--- config.mk ---
export PLATFORM = sky130hd
export DESIGN_NAME = ioctl_mem_loader
export DESIGN_NICKNAME = d
export VERILOG_FILES = /design/src/rtl/ioctl_loader_pkg.sv /design/src/rtl/loader_fifo.sv /design/src/rtl/ioctl_mem_loader.sv
export SDC_FILE = /design/constraint.sdc
export NUM_CORES = 1
export LEC_CHECK = 0
export BUFFER_PORTS_ARGS = -buffer_cell sky130_fd_sc_hd__buf_2
export CAP_MARGIN = 5
export CELL_PAD_IN_SITES_DETAIL_PLACEMENT = 1
export CELL_PAD_IN_SITES_GLOBAL_PLACEMENT = 1
export CORE_UTILIZATION = 45
export DETAILED_ROUTE_END_ITERATION = 10
export PLACE_DENSITY = 0.68
export SYNTH_ARGS = -nofsm -noshare
export SYNTH_HDL_FRONTEND = slang
export SYNTH_SLANG_ARGS = --single-unit
--- constraint.sdc ---
create_clock -name clk_sys -period 5.5 [get_ports clk_sys]
set_input_delay 0.55 -clock clk_sys [delete_from_list [all_inputs] [get_ports clk_sys]]
set_output_delay 0.55 -clock clk_sys [all_outputs]
set_load 0.02 [all_outputs]
--- src/rtl/ioctl_loader_pkg.sv ---
`default_nettype none
// +----------------------------------------------------------------------------+
// | Package     : ioctl_loader_pkg                                             |
// | Description : Shared types and helpers for the ioctl download router:      |
// |               FSM state encoding, ASCII constants and the Apple-1 key      |
// |               translation function.                                        |
// | Revision    : 1.0 - initial release                                        |
// +----------------------------------------------------------------------------+
package ioctl_loader_pkg;

    typedef enum logic [1:0] {
        IDLE   = 2'd0,
        MEM_WR = 2'd1,
        KEY    = 2'd2,
        GAP    = 2'd3
    } state_t;

    localparam logic [7:0] ASCII_CR = 8'h0D;
    localparam logic [7:0] ASCII_LF = 8'h0A;

    // Returns {drop, code}. LF becomes CR, lower case is folded to upper case
    // and bit 7 is always set (Apple-1 keyboard convention). The second half
    // of a CR/LF or LF/CR pair is dropped so a host line ending yields one key.
    function automatic logic [8:0] translate_key(
        input logic [7:0] raw,
        input logic       prev_cr,
        input logic       prev_lf
    );
        logic [7:0] code;
        logic       drop;
        code = raw;
        drop = 1'b0;
        if (raw == ASCII_LF) begin
            code = ASCII_CR;
            drop = prev_cr;
        end else if (raw == ASCII_CR) begin
            drop = prev_lf;
        end else if ((raw >= 8'h61) && (raw <= 8'h7A)) begin
            code = raw - 8'h20;
        end
        code[7] = 1'b1;
        return {drop, code};
    endfunction

endpackage
`default_nettype wire

--- src/rtl/loader_fifo.sv ---
`default_nettype none
// +----------------------------------------------------------------------------+
// | Module      : loader_fifo                                                  |
// | Description : Synchronous show-ahead FIFO with asynchronous reset.         |
// |               A push on a full FIFO is accepted when a pop happens in the  |
// |               same cycle.                                                  |
// | Ports       : clk, rst        clock, async active-high reset               |
// |               i_push/i_push_data   write side                              |
// |               i_pop/o_pop_data     read side (o_pop_data = head entry)     |
// |               o_full/o_empty       occupancy flags                         |
// | Revision    : 1.0 - initial release                                        |
// +----------------------------------------------------------------------------+
module loader_fifo #(
    parameter int WIDTH = 8,
    parameter int DEPTH = 16
) (
    input  logic             clk,
    input  logic             rst,
    input  logic             i_push,
    input  logic [WIDTH-1:0] i_push_data,
    input  logic             i_pop,
    output logic [WIDTH-1:0] o_pop_data,
    output logic             o_full,
    output logic             o_empty
);

    localparam int c_ptr_w = $clog2(DEPTH);

    logic [WIDTH-1:0] r_mem [DEPTH];
    logic [c_ptr_w:0] r_wr_ptr;
    logic [c_ptr_w:0] r_rd_ptr;
    logic             w_do_push;
    logic             w_do_pop;

    assign w_do_pop  = i_pop & ~o_empty;
    assign w_do_push = i_push & (~o_full | w_do_pop);

    // Pointers carry one extra wrap bit to tell full from empty.
    assign o_empty = (r_wr_ptr == r_rd_ptr);
    assign o_full  = (r_wr_ptr[c_ptr_w] != r_rd_ptr[c_ptr_w]) &&
                     (r_wr_ptr[c_ptr_w-1:0] == r_rd_ptr[c_ptr_w-1:0]);

    assign o_pop_data = r_mem[r_rd_ptr[c_ptr_w-1:0]];

    always_ff @(posedge clk or posedge rst) begin
        if (rst) begin
            r_wr_ptr <= '0;
            r_rd_ptr <= '0;
        end else begin
            if (w_do_push) r_wr_ptr <= r_wr_ptr + 1'b1;
            if (w_do_pop)  r_rd_ptr <= r_rd_ptr + 1'b1;
        end
    end

    always_ff @(posedge clk) begin
        if (w_do_push) r_mem[r_wr_ptr[c_ptr_w-1:0]] <= i_push_data;
    end

endmodule
`default_nettype wire

--- src/rtl/ioctl_mem_loader.sv ---
`default_nettype none
// +----------------------------------------------------------------------------+
// | Module      : ioctl_mem_loader                                             |
// | Description : Routes data_io downloads either to an SDRAM write port       |
// |               (binary channels, per-channel base address) or to a paced    |
// |               Apple-1 keystroke stream (TXT channel).                      |
// | Ports       : clk_sys, reset          clock, async active-high reset       |
// |               ioctl_*                 data_io download interface           |
// |               mem_addr/din/wr/ready   buffered SDRAM write port            |
// |               key_data/valid/ready    translated key stream                |
// |               busy/overflow/bad_index status                               |
// | Revision    : 1.0 - initial release                                        |
// +----------------------------------------------------------------------------+
module ioctl_mem_loader
    import ioctl_loader_pkg::*;
#(
    parameter int                       ADDR_W     = 16,
    parameter int                       NUM_CH     = 4,
    parameter logic [NUM_CH*ADDR_W-1:0] CH_BASE    = '0,
    parameter logic [7:0]               TXT_INDEX  = 8'd0,
    parameter int                       FIFO_DEPTH = 16,
    parameter logic [15:0]              CHAR_GAP   = 16'd2000,
    parameter logic [15:0]              LINE_GAP   = 16'd50000
) (
    input  logic              clk_sys,
    input  logic              reset,
    input  logic              ioctl_download,
    input  logic [7:0]        ioctl_index,
    input  logic              ioctl_wr,
    input  logic [24:0]       ioctl_addr,
    input  logic [7:0]        ioctl_dout,
    output logic [ADDR_W-1:0] mem_addr,
    output logic [7:0]        mem_din,
    output logic              mem_wr,
    input  logic              mem_ready,
    output logic [7:0]        key_data,
    output logic              key_valid,
    input  logic              key_ready,
    output logic              busy,
    output logic              overflow,
    output logic              bad_index
);

    localparam int         c_ch_w   = (NUM_CH > 1) ? $clog2(NUM_CH) : 1;
    // FIFO entry: {txt_mode, channel, offset, byte}
    localparam int         c_ent_w  = 1 + c_ch_w + ADDR_W + 8;
    localparam logic [7:0] c_key_cr = ASCII_CR | 8'h80;

    state_t               r_state;
    state_t               w_state_nxt;
    logic                 r_dl_prev;
    logic [7:0]           r_index;
    logic [7:0]           w_index;
    logic                 w_dl_rise;
    logic                 w_is_txt;
    logic                 w_is_bin;
    logic                 w_idx_ok;
    logic                 w_wr_req;
    logic                 w_push;
    logic                 w_pop;
    logic                 w_full;
    logic                 w_empty;
    logic                 w_drop;
    logic [c_ent_w-1:0]   w_push_data;
    logic [c_ent_w-1:0]   w_head;
    logic                 w_head_txt;
    logic [c_ch_w-1:0]    w_head_ch;
    logic [ADDR_W-1:0]    w_head_off;
    logic [7:0]           w_head_byte;
    logic [8:0]           w_xlat;
    logic                 w_load_mem;
    logic                 w_load_key;
    logic [ADDR_W-1:0]    w_base [NUM_CH];
    logic [ADDR_W-1:0]    r_mem_addr;
    logic [7:0]           r_mem_din;
    logic [7:0]           r_key_data;
    logic [15:0]          r_gap;
    logic                 r_prev_cr;
    logic                 r_prev_lf;
    logic                 r_overflow;
    logic                 r_bad_index;
    logic                 w_unused_addr;

    for (genvar g = 0; g < NUM_CH; g++) begin : g_base
        assign w_base[g] = CH_BASE[g*ADDR_W +: ADDR_W];
    end

    // Only the low ADDR_W bits of the file offset take part in addressing.
    assign w_unused_addr = ^ioctl_addr;

    // The index is taken live on the first cycle of a window so a byte
    // strobed together with the download edge is routed correctly.
    assign w_dl_rise = ioctl_download & ~r_dl_prev;
    assign w_index   = w_dl_rise ? ioctl_index : r_index;
    assign w_is_txt  = (w_index == TXT_INDEX);
    assign w_is_bin  = ({24'd0, w_index} < 32'(NUM_CH));
    assign w_idx_ok  = w_is_txt | w_is_bin;
    assign w_wr_req  = ioctl_download & ioctl_wr;
    assign w_push    = w_wr_req & w_idx_ok;
    assign w_drop    = w_push & w_full & ~w_pop;

    assign w_push_data = {w_is_txt, w_index[c_ch_w-1:0], ioctl_addr[ADDR_W-1:0], ioctl_dout};

    loader_fifo #(
        .WIDTH (c_ent_w),
        .DEPTH (FIFO_DEPTH)
    ) u_fifo (
        .clk         (clk_sys),
        .rst         (reset),
        .i_push      (w_push),
        .i_push_data (w_push_data),
        .i_pop       (w_pop),
        .o_pop_data  (w_head),
        .o_full      (w_full),
        .o_empty     (w_empty)
    );

    assign w_head_txt  = w_head[c_ent_w-1];
    assign w_head_ch   = w_head[8+ADDR_W +: c_ch_w];
    assign w_head_off  = w_head[8 +: ADDR_W];
    assign w_head_byte = w_head[7:0];
    assign w_xlat      = translate_key(w_head_byte, r_prev_cr, r_prev_lf);

    always_ff @(posedge clk_sys or posedge reset) begin
        if (reset) r_state <= IDLE;
        else       r_state <= w_state_nxt;
    end

    // The mode travels with each FIFO entry, so a new window queued behind
    // an old one only changes routing once its own bytes reach the head.
    always_comb begin
        w_state_nxt = r_state;
        w_pop       = 1'b0;
        w_load_mem  = 1'b0;
        w_load_key  = 1'b0;
        case (r_state)
            IDLE: begin
                if (!w_empty) begin
                    if (!w_head_txt) begin
                        w_pop       = 1'b1;
                        w_load_mem  = 1'b1;
                        w_state_nxt = MEM_WR;
                    end else if (r_gap == 16'd0) begin
                        w_pop = 1'b1;
                        // A dropped CR/LF partner is consumed without a key.
                        if (!w_xlat[8]) begin
                            w_load_key  = 1'b1;
                            w_state_nxt = KEY;
                        end
                    end
                end
            end
            MEM_WR:  if (mem_ready)        w_state_nxt = IDLE;
            KEY:     if (key_ready)        w_state_nxt = GAP;
            GAP:     if (r_gap <= 16'd1)   w_state_nxt = IDLE;
            default:                       w_state_nxt = IDLE;
        endcase
    end

    always_ff @(posedge clk_sys or posedge reset) begin
        if (reset) begin
            r_dl_prev   <= 1'b0;
            r_index     <= 8'd0;
            r_mem_addr  <= '0;
            r_mem_din   <= 8'd0;
            r_key_data  <= 8'd0;
            r_gap       <= 16'd0;
            r_prev_cr   <= 1'b0;
            r_prev_lf   <= 1'b0;
            r_overflow  <= 1'b0;
            r_bad_index <= 1'b0;
        end else begin
            r_dl_prev <= ioctl_download;
            if (w_dl_rise) r_index <= ioctl_index;

            if (w_dl_rise)   r_overflow <= w_drop;
            else if (w_drop) r_overflow <= 1'b1;

            if (w_dl_rise)                   r_bad_index <= ~w_idx_ok;
            else if (w_wr_req && !w_idx_ok)  r_bad_index <= 1'b1;

            if (w_load_mem) begin
                r_mem_addr <= w_base[w_head_ch] + w_head_off;
                r_mem_din  <= w_head_byte;
            end

            if (w_load_key) r_key_data <= w_xlat[7:0];

            if (w_pop && w_head_txt) begin
                r_prev_cr <= (w_head_byte == ASCII_CR) && !w_xlat[8];
                r_prev_lf <= (w_head_byte == ASCII_LF) && !w_xlat[8];
            end

            if ((r_state == KEY) && key_ready)
                r_gap <= (r_key_data == c_key_cr) ? LINE_GAP : CHAR_GAP;
            else if ((r_state == GAP) && (r_gap != 16'd0))
                r_gap <= r_gap - 16'd1;
        end
    end

    assign mem_addr  = r_mem_addr;
    assign mem_din   = r_mem_din;
    assign mem_wr    = (r_state == MEM_WR);
    assign key_data  = r_key_data;
    assign key_valid = (r_state == KEY);
    assign overflow  = r_overflow;
    assign bad_index = r_bad_index;
    assign busy      = ~reset & (ioctl_download | ~w_empty | (r_state != IDLE));

endmodule
`default_nettype wire

==> flow_summary.yaml <==
outcome:
  status: "completed"
clock_network:
  clock-sinks: 473
  hold_buffers: 0
  cts_root_buf: "clkbuf_16"
  clockBufferDepth: 3
  htreeDepth: 2
  clkLatencyLatePin_ns: 0.59
  post_cts_buffers: 0
  cts_resized: 0
  clk_pin_slew_ns: 0.06
  cts_tree: "built"
  cts_made_buffers: 49
floorplanning:
  std_cell_rows: 74
  io_pins: 84
  floorplan.core_area_sq_um: 40700
  die-area_sq_um: 42000
  start_util_pct: 45.5
  die_width_um: 205
  die_h_um: 205
yosys:
  synth_edf_count: 400
  synthCells: 901
  syn_area_per_cell_sq_um: 20.6
  yosys-top-cells-area: "edfxtp_1 65%, mux4_2 14%, dfrtp_1 9.8%"
  netlist.area_leader.share_pct: 64.8
  synth_top_area_cell: "edfxtp_1"
  ys_warn_count: 0
  async_flop_share_pct: 15.4
  ys_seq_area_share_pct: 74.6
  yosysMostFrequentCell: "edfxtp_1"
  syn-num-nets: 955
  ys_types: 56
  synth_common_cells: "400 x edfxtp_1, 117 x mux4_2, 73 x dfrtp_1"
  syn_area_sq_um: 18500
  synth_top_flop_cell: "edfxtp_1"
  ys_ff_latch: 473
routing:
  vias_per_cell: 5.68
  drtIter0Drc: 563
  post_drt_wl_per_cell_um: 25.6
  post-route-drc-count: 0
  dr.pass1.iters: 4
  wirelength_um: 40200
  vias: 8900
  postRouteAntennaNets: 0
worst_setup_path:
  critPathSlowestCell: "dfrtp_4"
  crit_chain: "buf_4 -> mux4_2 -> o21ai_1 -> a21oi_1 -> a211oi_1 -> nand4b_1 -> a21oi_2 -> or2b_1 -> a22oi_1"
  worst_path_largest_cell_delay_ns: 0.73
  criticalPathCategory: "reg -> reg"
  crit_path_end_kind: "flop"
  cp_max_fo: 30
  required_ns: 5.92
  arrival_ns: 4.65
  cp-start-kind: "flop"
finish:
  fin_nets: 1049
  drive_gt1_share_pct: 32.8
  fill_cells: 3673
  syn2layout_area_growth_pct: 13.9
  antennaDiodeCount: 0
  final_area_sq_um: 21100
power:
  combPwrFrac_pct: 26.0
  p_per_area_nw_per_um2: 487
  pwr-share-seq_pct: 41.5
  switchingPower_uw: 2950
  ir_drop_mv: 0.317
  swShare_pct: 28.7
  p_int_uw: 7340
  p_clk_share_pct: 32.5
  p_leak_uw: 0.00711
grt:
  grtUsageTotal_pct: 19.9
  grt_overflow: 0
  grt_pass1_vias: 9552
  grt_pass1_wl_um: 60500
  antenna_found_initial: 2
  grt_max_degree: 61
timing:
  setup_viol: 0
  slew_headroom_pct: 23.8
  drv_slew: 0
  hold_ws_ns: 0.00697
  finalClockSkew_ns: 0.0197
  grt_setup_unrepaired: "false"
  period_minus_slack_ns: 4.22
  tightest_slew_ns: 1.14
  finalHoldViolations: 0
  fin_crit_sh_pct: 76.8
  max_clock_freq_mhz: 237
  setup_tns_ns: 0
min_path:
  min_path_type: "in -> async"
placement:
  gp_congestion: 0.728
  portBuffers: 74
  hpwlAfterDp_um: 22000
  placed_area_sq_um: 19500
run:
  drv_cap: 0
layout make-up:
class / instances / area (sq um) / share of cell area (%)
Inverter: 15 / 57.6 / 0.272
Sequential cell: 473 / 13800 / 65.5
Timing Repair Buffer: 87 / 468 / 2.22
Multi-Input combinational cell: 369 / 4460 / 21.1
Clock inverter: 31 / 342 / 1.62
Clock buffer: 60 / 1290 / 6.09
Tap cell: 532 / 666 / 3.15
worst max-delay path, delay by kind of cell, from the launching register on:
family | cells | cell delay (ns)
muxes | 1 | 0.60
buffers and inverters | 1 | 0.61
and+or+nand+nor | 2 | 0.67
AOI/OAI and AO/OA | 5 | 1.39
DFF | 1 | 0.73
layout by cell type (no fill, tap or decap), drive strengths merged, types with 16 or more instances in the layout:
master,netlist,layout
and3,17,17
mux2,33,33
inv,15,17
nand2,24,24
buf,28,87
edfxtp,400,400
clkinv,0,20
nor2,31,31
o21ai,16,16
clkbuf,16,60
mux4,117,117
dfrtp,73,73
state kept, by name, indices dropped and copies added (netlist names), 2 cells and up:
signal           count
mem_din              8
u_fifo.r_rd_ptr      5
key_data             8
r_gap               16
r_state              2
u_fifo.r_mem       400
r_index              8
u_fifo.r_wr_ptr      5
mem_addr            16
layer usage:
layer | global-route usage [%] | routed length, um | vias up
met4 | 5.85 | 830 | 4
met3 | 3.21 | 1620 | 71
met5 | 0 | 25 | -
met2 | 33.7 | 20000 | 167
met1 | 26.6 | 17700 | 4786
li1 | - | - | 3872
per-stage QoR:
stage	utilization, %	total power [uW]	worst slack (ns)	std cells
3_5_place_dp	47.9	7070	1.32	1476
3_3_place_gp	47.9	7030	1.33	1476
6_report	51.9	10300	1.28	1567
2_1_floorplan	-	6340	0.837	901
5_1_grt	51.9	10700	0.981	1567
4_1_cts	51.9	10400	1.28	1567
power groups by stage:
stage                     sequential (uW)  clock (uW)  combinational (uW)
after floorplan                      4310           0                2030
after global placement               4340           0                2690
after detailed placement             4350           0                2720
after CTS                            4280        3420                2740
after global routing                 4310        3540                2900
final                                4270        3350                2670
cell families after synthesis:
kind of cell	count (synthesis)	share of synthesized area (%)
buf+inv	59	1.50
compound gates	60	2.30
flops	473	74.6
fa+ha+maj	7	0.472
xor+xnor	23	1.09
mux	152	16.3
simple gates	127	3.71
final timing paths:
check                                                  to  slack [ns]                            from  cells past startpoint
max                               key_data[0]$_DFFE_PP0P_        1.28  u_fifo.r_rd_ptr[0]$_DFFE_PP0P_                      9
min                                 r_gap[13]$_DFFE_PP0P_       0.007                           reset                      2
max reg2reg                       key_data[0]$_DFFE_PP0P_        1.28  u_fifo.r_rd_ptr[0]$_DFFE_PP0P_                      9
min reg2reg                         bad_index$_DFFE_PP0P_        0.48           bad_index$_DFFE_PP0P_                      2
max in group asynchronous  u_fifo.r_rd_ptr[0]$_DFFE_PP0P_        4.24                           reset                      3
min in group clk_sys                  r_dl_prev$_DFF_PP0_        0.15                  ioctl_download                      1
No activity file was read; power rests on OpenSTA's default activity.
